<file path="src/rtl/wb_decode5x32_if.sv">
`default_nettype none
// ============================================================================
//  Module      : wb_decode5x32_if
//  Description : Bundle of the write-back request channel and the decoded
//                register-file write port used by wb_decode5x32.
//                  wr_valid_in / wr_ready_out : request handshake
//                  wr_addr_in  / wr_data_in   : destination register and data
//                  rf_busy_in                 : register file stall
//                  rf_we_out   / rf_data_out  : one-hot write enable and data
//                  count_out                  : buffered entry count (0..2)
//  Revision    : 1.0 - initial release
// ============================================================================
interface wb_decode5x32_if #(
  parameter int DATA_W = 64
);
  logic              wr_valid_in;
  logic              wr_ready_out;
  logic [4:0]        wr_addr_in;
  logic [DATA_W-1:0] wr_data_in;
  logic              rf_busy_in;
  logic [31:0]       rf_we_out;
  logic [DATA_W-1:0] rf_data_out;
  logic [1:0]        count_out;

  // Producer of write-back requests / consumer of register-file writes.
  modport master (
    output wr_valid_in, wr_addr_in, wr_data_in, rf_busy_in,
    input  wr_ready_out, rf_we_out, rf_data_out, count_out
  );

  // The decoder itself.
  modport slave (
    input  wr_valid_in, wr_addr_in, wr_data_in, rf_busy_in,
    output wr_ready_out, rf_we_out, rf_data_out, count_out
  );
endinterface
`default_nettype wire

</file>
<file path="src/rtl/wb_decode5x32.sv">
`default_nettype none
// ============================================================================
//  Module      : wb_decode5x32
//  Description : Write-back decoder. Buffers up to two {addr, data} write-back
//                requests in a FIFO and drains them, one per cycle, to a
//                32-entry register file as a one-hot write enable plus data.
//                Writes to the zero register (XZR_ADDR) are accepted and
//                dropped without being buffered.
//  Ports       : clk    - rising-edge clock
//                reset  - synchronous active-high reset
//                bus    - wb_decode5x32_if.slave (request channel, register
//                         file write port, count)
//  Revision    : 1.0 - initial release
// ============================================================================
module wb_decode5x32 #(
  parameter int         DATA_W   = 64,
  parameter logic [4:0] XZR_ADDR = 5'd31
) (
  input  logic               clk,
  input  logic               reset,
  wb_decode5x32_if.slave     bus
);

  localparam logic [1:0]  C_DEPTH   = 2'd2;
  localparam logic [31:0] C_ONE_HOT = 32'd1;

  // FIFO storage and bookkeeping
  logic [4:0]        r_addr [2];
  logic [DATA_W-1:0] r_data [2];
  logic              r_wptr;
  logic              r_rptr;
  logic [1:0]        r_count;

  logic              w_ready;
  logic              w_accept;
  logic              w_push;
  logic              w_pop;

  // No pass-through when full: readiness depends only on stored count, so a
  // pop in the same cycle does not open a slot for an incoming request.
  assign w_ready  = !reset && (r_count < C_DEPTH);
  assign w_accept = bus.wr_valid_in && w_ready;
  // Zero-register writes complete the handshake but never enter the FIFO.
  assign w_push   = w_accept && (bus.wr_addr_in != XZR_ADDR);
  assign w_pop    = (r_count != 2'd0) && !bus.rf_busy_in;

  always_ff @(posedge clk) begin
    if (reset) begin
      r_wptr  <= 1'b0;
      r_rptr  <= 1'b0;
      r_count <= 2'd0;
    end else begin
      if (w_push) begin
        r_wptr <= ~r_wptr;
      end
      if (w_pop) begin
        r_rptr <= ~r_rptr;
      end
      case ({w_push, w_pop})
        2'b10:   r_count <= r_count + 2'd1;
        2'b01:   r_count <= r_count - 2'd1;
        default: r_count <= r_count;
      endcase
    end
  end

  // Payload storage needs no reset: an entry is only visible while counted.
  always_ff @(posedge clk) begin
    if (w_push) begin
      r_addr[r_wptr] <= bus.wr_addr_in;
      r_data[r_wptr] <= bus.wr_data_in;
    end
  end

  always_comb begin
    bus.rf_we_out   = 32'h0;
    bus.rf_data_out = '0;
    if (w_pop) begin
      bus.rf_we_out   = C_ONE_HOT << r_addr[r_rptr];
      bus.rf_data_out = r_data[r_rptr];
    end
  end

  assign bus.wr_ready_out = w_ready;
  assign bus.count_out    = r_count;

endmodule
`default_nettype wire

</file>
<file path="src/flat_wrapper.sv">
// flat-port wrapper written by rule: the top's interface ports become plain ports
module wb_decode5x32_flat 
#(
  parameter int         DATA_W   = 64,
  parameter logic [4:0] XZR_ADDR = 5'd31
)
  (clk, reset, bus_wr_valid_in, bus_wr_addr_in, bus_wr_data_in, bus_rf_busy_in, bus_wr_ready_out, bus_rf_we_out, bus_rf_data_out, bus_count_out);
  wb_decode5x32_if #(.DATA_W(DATA_W)) bus_i ();
  input  logic clk;
  input  logic reset;
  input wire logic [$bits(bus_i.wr_valid_in)-1:0] bus_wr_valid_in;
  input wire logic [$bits(bus_i.wr_addr_in)-1:0] bus_wr_addr_in;
  input wire logic [$bits(bus_i.wr_data_in)-1:0] bus_wr_data_in;
  input wire logic [$bits(bus_i.rf_busy_in)-1:0] bus_rf_busy_in;
  output wire logic [$bits(bus_i.wr_ready_out)-1:0] bus_wr_ready_out;
  output wire logic [$bits(bus_i.rf_we_out)-1:0] bus_rf_we_out;
  output wire logic [$bits(bus_i.rf_data_out)-1:0] bus_rf_data_out;
  output wire logic [$bits(bus_i.count_out)-1:0] bus_count_out;
  assign bus_i.wr_valid_in = bus_wr_valid_in;
  assign bus_i.wr_addr_in = bus_wr_addr_in;
  assign bus_i.wr_data_in = bus_wr_data_in;
  assign bus_i.rf_busy_in = bus_rf_busy_in;
  assign bus_wr_ready_out = bus_i.wr_ready_out;
  assign bus_rf_we_out = bus_i.rf_we_out;
  assign bus_rf_data_out = bus_i.rf_data_out;
  assign bus_count_out = bus_i.count_out;
  wb_decode5x32 #(.DATA_W(DATA_W), .XZR_ADDR(XZR_ADDR)) u_core (.clk(clk), .reset(reset), .bus(bus_i));
endmodule
</file>
<file path="config.mk">
export PLATFORM = sky130hd
export DESIGN_NAME = wb_decode5x32_flat
export DESIGN_NICKNAME = d
export VERILOG_FILES = /design/src/rtl/wb_decode5x32_if.sv /design/src/rtl/wb_decode5x32.sv /design/src/flat_wrapper.sv
export SDC_FILE = /design/constraint.sdc
export NUM_CORES = 1
export LEC_CHECK = 0
export CAP_MARGIN = 20
export CORE_MARGIN = 4
export CORE_UTILIZATION = 47
export CTS_CLUSTER_DIAMETER = 100
export DETAILED_ROUTE_END_ITERATION = 8
export PLACE_DENSITY = 0.8
export SYNTH_ARGS = -nofsm -noshare
export SYNTH_HDL_FRONTEND = slang
export SYNTH_SLANG_ARGS = --single-unit
</file>
<file path="constraint.sdc">
create_clock -name clk -period 5 [get_ports clk]
set_clock_uncertainty 0.05 [all_clocks]
set_input_delay 0.75 -clock clk [delete_from_list [all_inputs] [get_ports clk]]
set_output_delay 0.75 -clock clk [all_outputs]
set_load 0.01 [all_outputs]
</file>
==> results of run 1 <==
[stage by stage]
stage	util, %	setup slack (ps)	area [um^2]	std cells
2_1_floorplan	-	248.9	5773	377
3_3_place_gp	63.32	1317	7606	681
3_5_place_dp	63.32	1281	7606	681
4_1_cts	68.69	1272	8250	713
5_1_grt	68.69	1148	8250	713
6_report	68.69	1303	8250	713
[sequential cells by signal (all words and copies together) (netlist names), named ones only]
register and count:
u_core.r_data 128, u_core.r_addr 10, u_core.bus.count_out 2, u_core.r_rptr 1, u_core.r_wptr 1
[critical path: stages]
cell and delay, ps:
clkdlybuf4s50_1 400, o21bai_4 360, buf_4 370, a211o_1 320, nor2_1 130, clkdlybuf4s50_1 550
[where the power goes]
group | switching (mW) | internal, mW | total [mW]
clock network | 0.464 | 0.888 | 1.35
registers | 0.0853 | 1.45 | 1.53
logic | 0.425 | 0.418 | 0.843
[kinds of logic (layout without fill, tap and decap cells)]
logic type / count (synthesis) / count (layout) / synth area share [%]
flip-flops: 143 / 143 / 73.52
adder cells (fa/ha/maj): 1 / 1 / 0.2167
XOR/XNOR: 3 / 3 / 0.4552
AO/OA/AOI/OAI: 14 / 14 / 2.167
buffers and inverters: 23 / 212 / 2.384
multiplexers: 66 / 66 / 11.53
AND/OR/NAND/NOR: 127 / 127 / 9.731
[cell type report]
cell class              instances  area, um^2  area share (%)
clock buffers                  19       432.9           5.247
flip-flops and latches        143        4248           51.49
repair buffers                175        1742           21.11
well taps                     147       183.9           2.229
clock inverters                13       211.5           2.563
inverters                       5       18.77          0.2275
multi-input cells             211        1414           17.14
[final timing paths]
path | startpoint | to | slack (ps) | cells past startpoint
min reg2reg | u_core.r_rptr | flip-flop | 470 | 2
max | bus_rf_busy_in | bus_rf_we_out[29] | 1300 | 6
min | u_core.r_rptr | flip-flop | 470 | 2
max reg2reg | u_core.bus.count_out[1] | u_core.bus.count_out[1] | 2700 | 5
[routing by layer]
metal	up-vias	GRT usage, %	share of wire [%]
met2	135	30.37	52
met3	7	6.125	7.3
met1	1741	18.76	40
met5	-	0	0
met4	0	5.938	0.72
li1	1749	-	-
[Yosys cell counts (all sizes together), types with 2 or more instances]
cell,count,area (um^2)
mux2i,65,650.6
dfxtp,5,100.1
nor2,95,356.6
a21oi,2,10.01
nand3,2,10.01
a211o,2,17.52
buf,17,115.1
nand2,5,21.27
xnor2,2,17.52
and3b,3,26.28
nor3b,3,22.52
o211ai,4,30.03
edfxtp,138,4144
inv,5,18.76
nor3,14,85.08
==> results.cfg, run 1 <==
[drt]
first_iter_violations = 202
wl_per_cell_um = 16.97
wl_um = 12100
via_per_inst = 5.094
route.detailed.drc = 0
vias = 3632
ant_nets = 0
dr.pass1.iters = 4

[logic_synthesis]
ys_seq_area_share_pct = 73.52
synth_cells = 377
ys_types = 35
ys_seq_elements = 143
ys.flop_type = edfxtp_1
syn_avg_cell_area_um2 = 15.31
synthesis.area_um2 = 5773
ys_async_sr_fraction_pct = 0
synth_warnings = 0
synth_fp_nets = 451
synth_edf_count = 138

[die]
design.die.area_um2 = 14120
core_area_um2 = 12010
die_h_um = 118.8
io_pins = 172
die_x_um = 118.8
row_count = 40
start_util_pct = 48.06

[clock_network]
clk_pin_slew_worst_paths_ps = 50
post_cts_resized = 0
clock_tree.root_cell = clkbuf_16
holdBufCountCts = 0
cts_made_buffers = 17
cts_tree = yes
cts_num_sinks = 143
max-clock-path-buffers = 2
clock_latency_ps = 400
ctsHtreeMaxLevel = 4
postCtsSetupBuffers = 0

[setup_path]
start_kind = input pin
end_kind = output pin
required_ps = 4200
cp.arrival_ps = 2900
crit_type = input pin to output pin
cp_max_fo = 35

[worst_hold_path]
min_path_type = flip-flop to flip-flop

[final_layout]
area_growth_pct = 42.91
drive_above_1_share_pct = 8.127
nNetsFinal = 627
diodes = 0
final_common_cell = clkdlybuf4s50_1
nFillCells = 880
final_cell_mix = 171 x clkdlybuf4s50_1, 138 x edfxtp_1, 93 x nor2_1, 65 x mux2i_1, 17 x clkbuf_16

[global_routing]
grt_pass1_vias = 3783
grt_util_all_layers_pct = 17.03
grt_pass1_wl_um = 18930
antenna_found_initial = 0
grt_max_degree = 70
grt-ovfl-total = 0

[power]
p_leak_nw = 2.679
power_density_nw_per_um2 = 452.0
irDropWorstVdd_uv = 272.5
p_total_mw = 3.729

[run_status]
status = complete, no violations

[sta]
setup_viol_count_final = 0
grt_setup_unrepaired = false
fmax_ghz = 0.2705
final.period_utilization_pct = 73.95
hold_violations = 0
period_needed_ps = 3697
slew_headroom_pct = 37.56
slew_viol_final = 0
worstMarginPinSlew_ps = 936.6
holdWs_ps = 466.7
fin_setup_tns_ps = 0

[place]
dpl.hpwl_um = 7965
io_buffers = 171
gp_congestion = 0.7729

[job]
drv_cap = 0
No activity file was read; power rests on OpenSTA's default activity.
==> run 2, diff against run 1 <==
- CORE_UTILIZATION: 47 -> 43
- PLACE_DENSITY: 0.8 -> 0.77
- clock period: 5 -> 3.33 ns (I/O delays scaled with it)
==> run 2 against run 1 <==
Against the previous run: die area increased by 8.7%; worst hold slack gained 22 ps; cell area grew 0.24%; critical endpoint is now bus_rf_we_out[22]; largest power group unchanged.
==> results.cfg, run 2 (same netlist as run 1, synthesis figures left out) <==
[setup_path]
crit_chain = nor2_1 > a32oi_1 > nor3_1 > clkdlybuf4s50_1
cp.arrival_ps = 2450
end_kind = output pin
start_kind = flip-flop
crit_type = flip-flop to output pin
cp_slowest_cell = dfxtp_4
critPathMaxStageDelay_ps = 690
cp_top_family = flip-flops
required_ps = 2780
reg2reg_slack_ps = 1390
cp_max_fo = 38
critPathBufInv = 1

[sta]
grt_setup_unrepaired = false
slew_headroom_pct = 50.86
worstMarginPinSlew_ps = 737.1
hold_violations = 0
fin_setup_tns_ps = 0
slew_viol_final = 0
fmax_ghz = 0.3339
final.period_utilization_pct = 89.95
setup_viol_count_final = 0
period_needed_ps = 2995

[clock_network]
max-clock-path-buffers = 2
clk_pin_slew_worst_paths_ps = 50
cts_made_buffers = 17
holdBufCountCts = 0
clock_latency_ps = 410
clock_tree.root_cell = clkbuf_16
cts_num_sinks = 143
cts_tree = yes
post_cts_resized = 0
ctsHtreeMaxLevel = 4
postCtsSetupBuffers = 0

[drt]
via_per_inst = 4.875
first_iter_violations = 212
vias = 3632
wl_um = 12080
dr.pass1.iters = 4
ant_nets = 0
wl_per_cell_um = 16.22
route.detailed.drc = 0

[job]
drv_cap = 0

[global_routing]
grt-ovfl-total = 0
grt_util_all_layers_pct = 15.71
grt_pass1_wl_um = 17990
antenna_found_initial = 0
grt_max_degree = 46
grt_pass1_vias = 3604

[power]
irDropWorstVdd_uv = 417.2
intPower_mw = 3.989
switching_share_pct = 26.55
p_clk_share_pct = 33.8
p_leak_nw = 2.674
p_seq_share_pct = 42.2
power_density_nw_per_um2 = 656.7
p_total_mw = 5.431
pwr-share-comb_pct = 23.9
p_switching_mw = 1.442

[die]
io_pins = 172
design.die.area_um2 = 15340
core_area_um2 = 13190
start_util_pct = 43.77
die_h_um = 123.9
row_count = 42
die_x_um = 123.9

[final_layout]
final_cell_mix = 171 x clkdlybuf4s50_1, 138 x edfxtp_1, 93 x nor2_1, 65 x mux2i_1, 17 x clkbuf_16
largest_reg_flops = 128
final_common_cell = clkdlybuf4s50_1
nNetsFinal = 630
area_growth_pct = 43.26
largest-register = u_core.r_data
seq_area_um2 = 4248
multi_input_area_um2 = 1414
drive_above_1_share_pct = 8.260
finalCoreUtilization_pct = 62.70
diodes = 0
nFillCells = 976

[place]
gp_congestion = 0.7698
dpl.hpwl_um = 8098
io_buffers = 171

[worst_hold_path]
min_path_type = flip-flop to flip-flop

[run_status]
status = complete, no violations
run 2: layout make-up:
type | count | area share (%)
Clock buffer | 20 | 5.280
Timing Repair Buffer | 178 | 21.63
Inverter | 5 | 0.2269
Clock inverter | 12 | 1.740
Tap cell | 176 | 2.663
Multi-Input combinational cell | 211 | 17.10
Sequential cell | 143 | 51.36
run 2: path summary, 6_finish.rpt:
path | endpoint | startpoint | cells after the start
hold / removal | u_core.r_rptr | u_core.r_rptr | 2
hold reg to reg | u_core.r_rptr | u_core.r_rptr | 2
setup / recovery | bus_rf_we_out[22] | flip-flop | 4
setup reg to reg | u_core.r_data[1][22] | u_core.bus.count_out[1] | 4
run 2: through the flow:
stage | setup WS, ps | instances | hold slack (ps) | instance area, um^2
2_1_floorplan | -43.33 | 377 | 431.3 | 5778
6_report | 334.7 | 745 | 489.2 | 8270
4_1_cts | 303.5 | 745 | 497.2 | 8270
3_3_place_gp | 608.9 | 713 | 476.9 | 7690
5_1_grt | 152.6 | 745 | 519.0 | 8270
3_5_place_dp | 556.1 | 713 | 478.1 | 7690
run 2: power groups by stage:
stage	clock network, mW	logic [mW]	registers [mW]
global placement	0	1.30	2.32
global route	1.97	1.41	2.31
detailed placement	0	1.31	2.33
floorplan	0	0.802	2.26
finish	1.84	1.30	2.29
CTS	1.88	1.32	2.30
run 2: per-layer routing:
layer  routed length [um]  GRT usage (%)  vias to the layer above
li1                     -              -                     1753
met1                 5023          18.74                     1732
met2                 5947          26.39                      135
met3                  997          5.767                       12
met4                  114          5.190                        0
met5                    0              0                        -
run 2: worst reg2reg max path, cell delays in order (launching register included):
cell and delay, ps:
dfxtp_1 380, nor2_1 190, o211ai_1 270, nor2_4 160, buf_4 520
==> run 3, diff against run 2 <==
- HOLD_SLACK_MARGIN: default -> 0.08
==> results of run 3 <==
No change in the layout: final DEF, timing and power equal those of run 2.
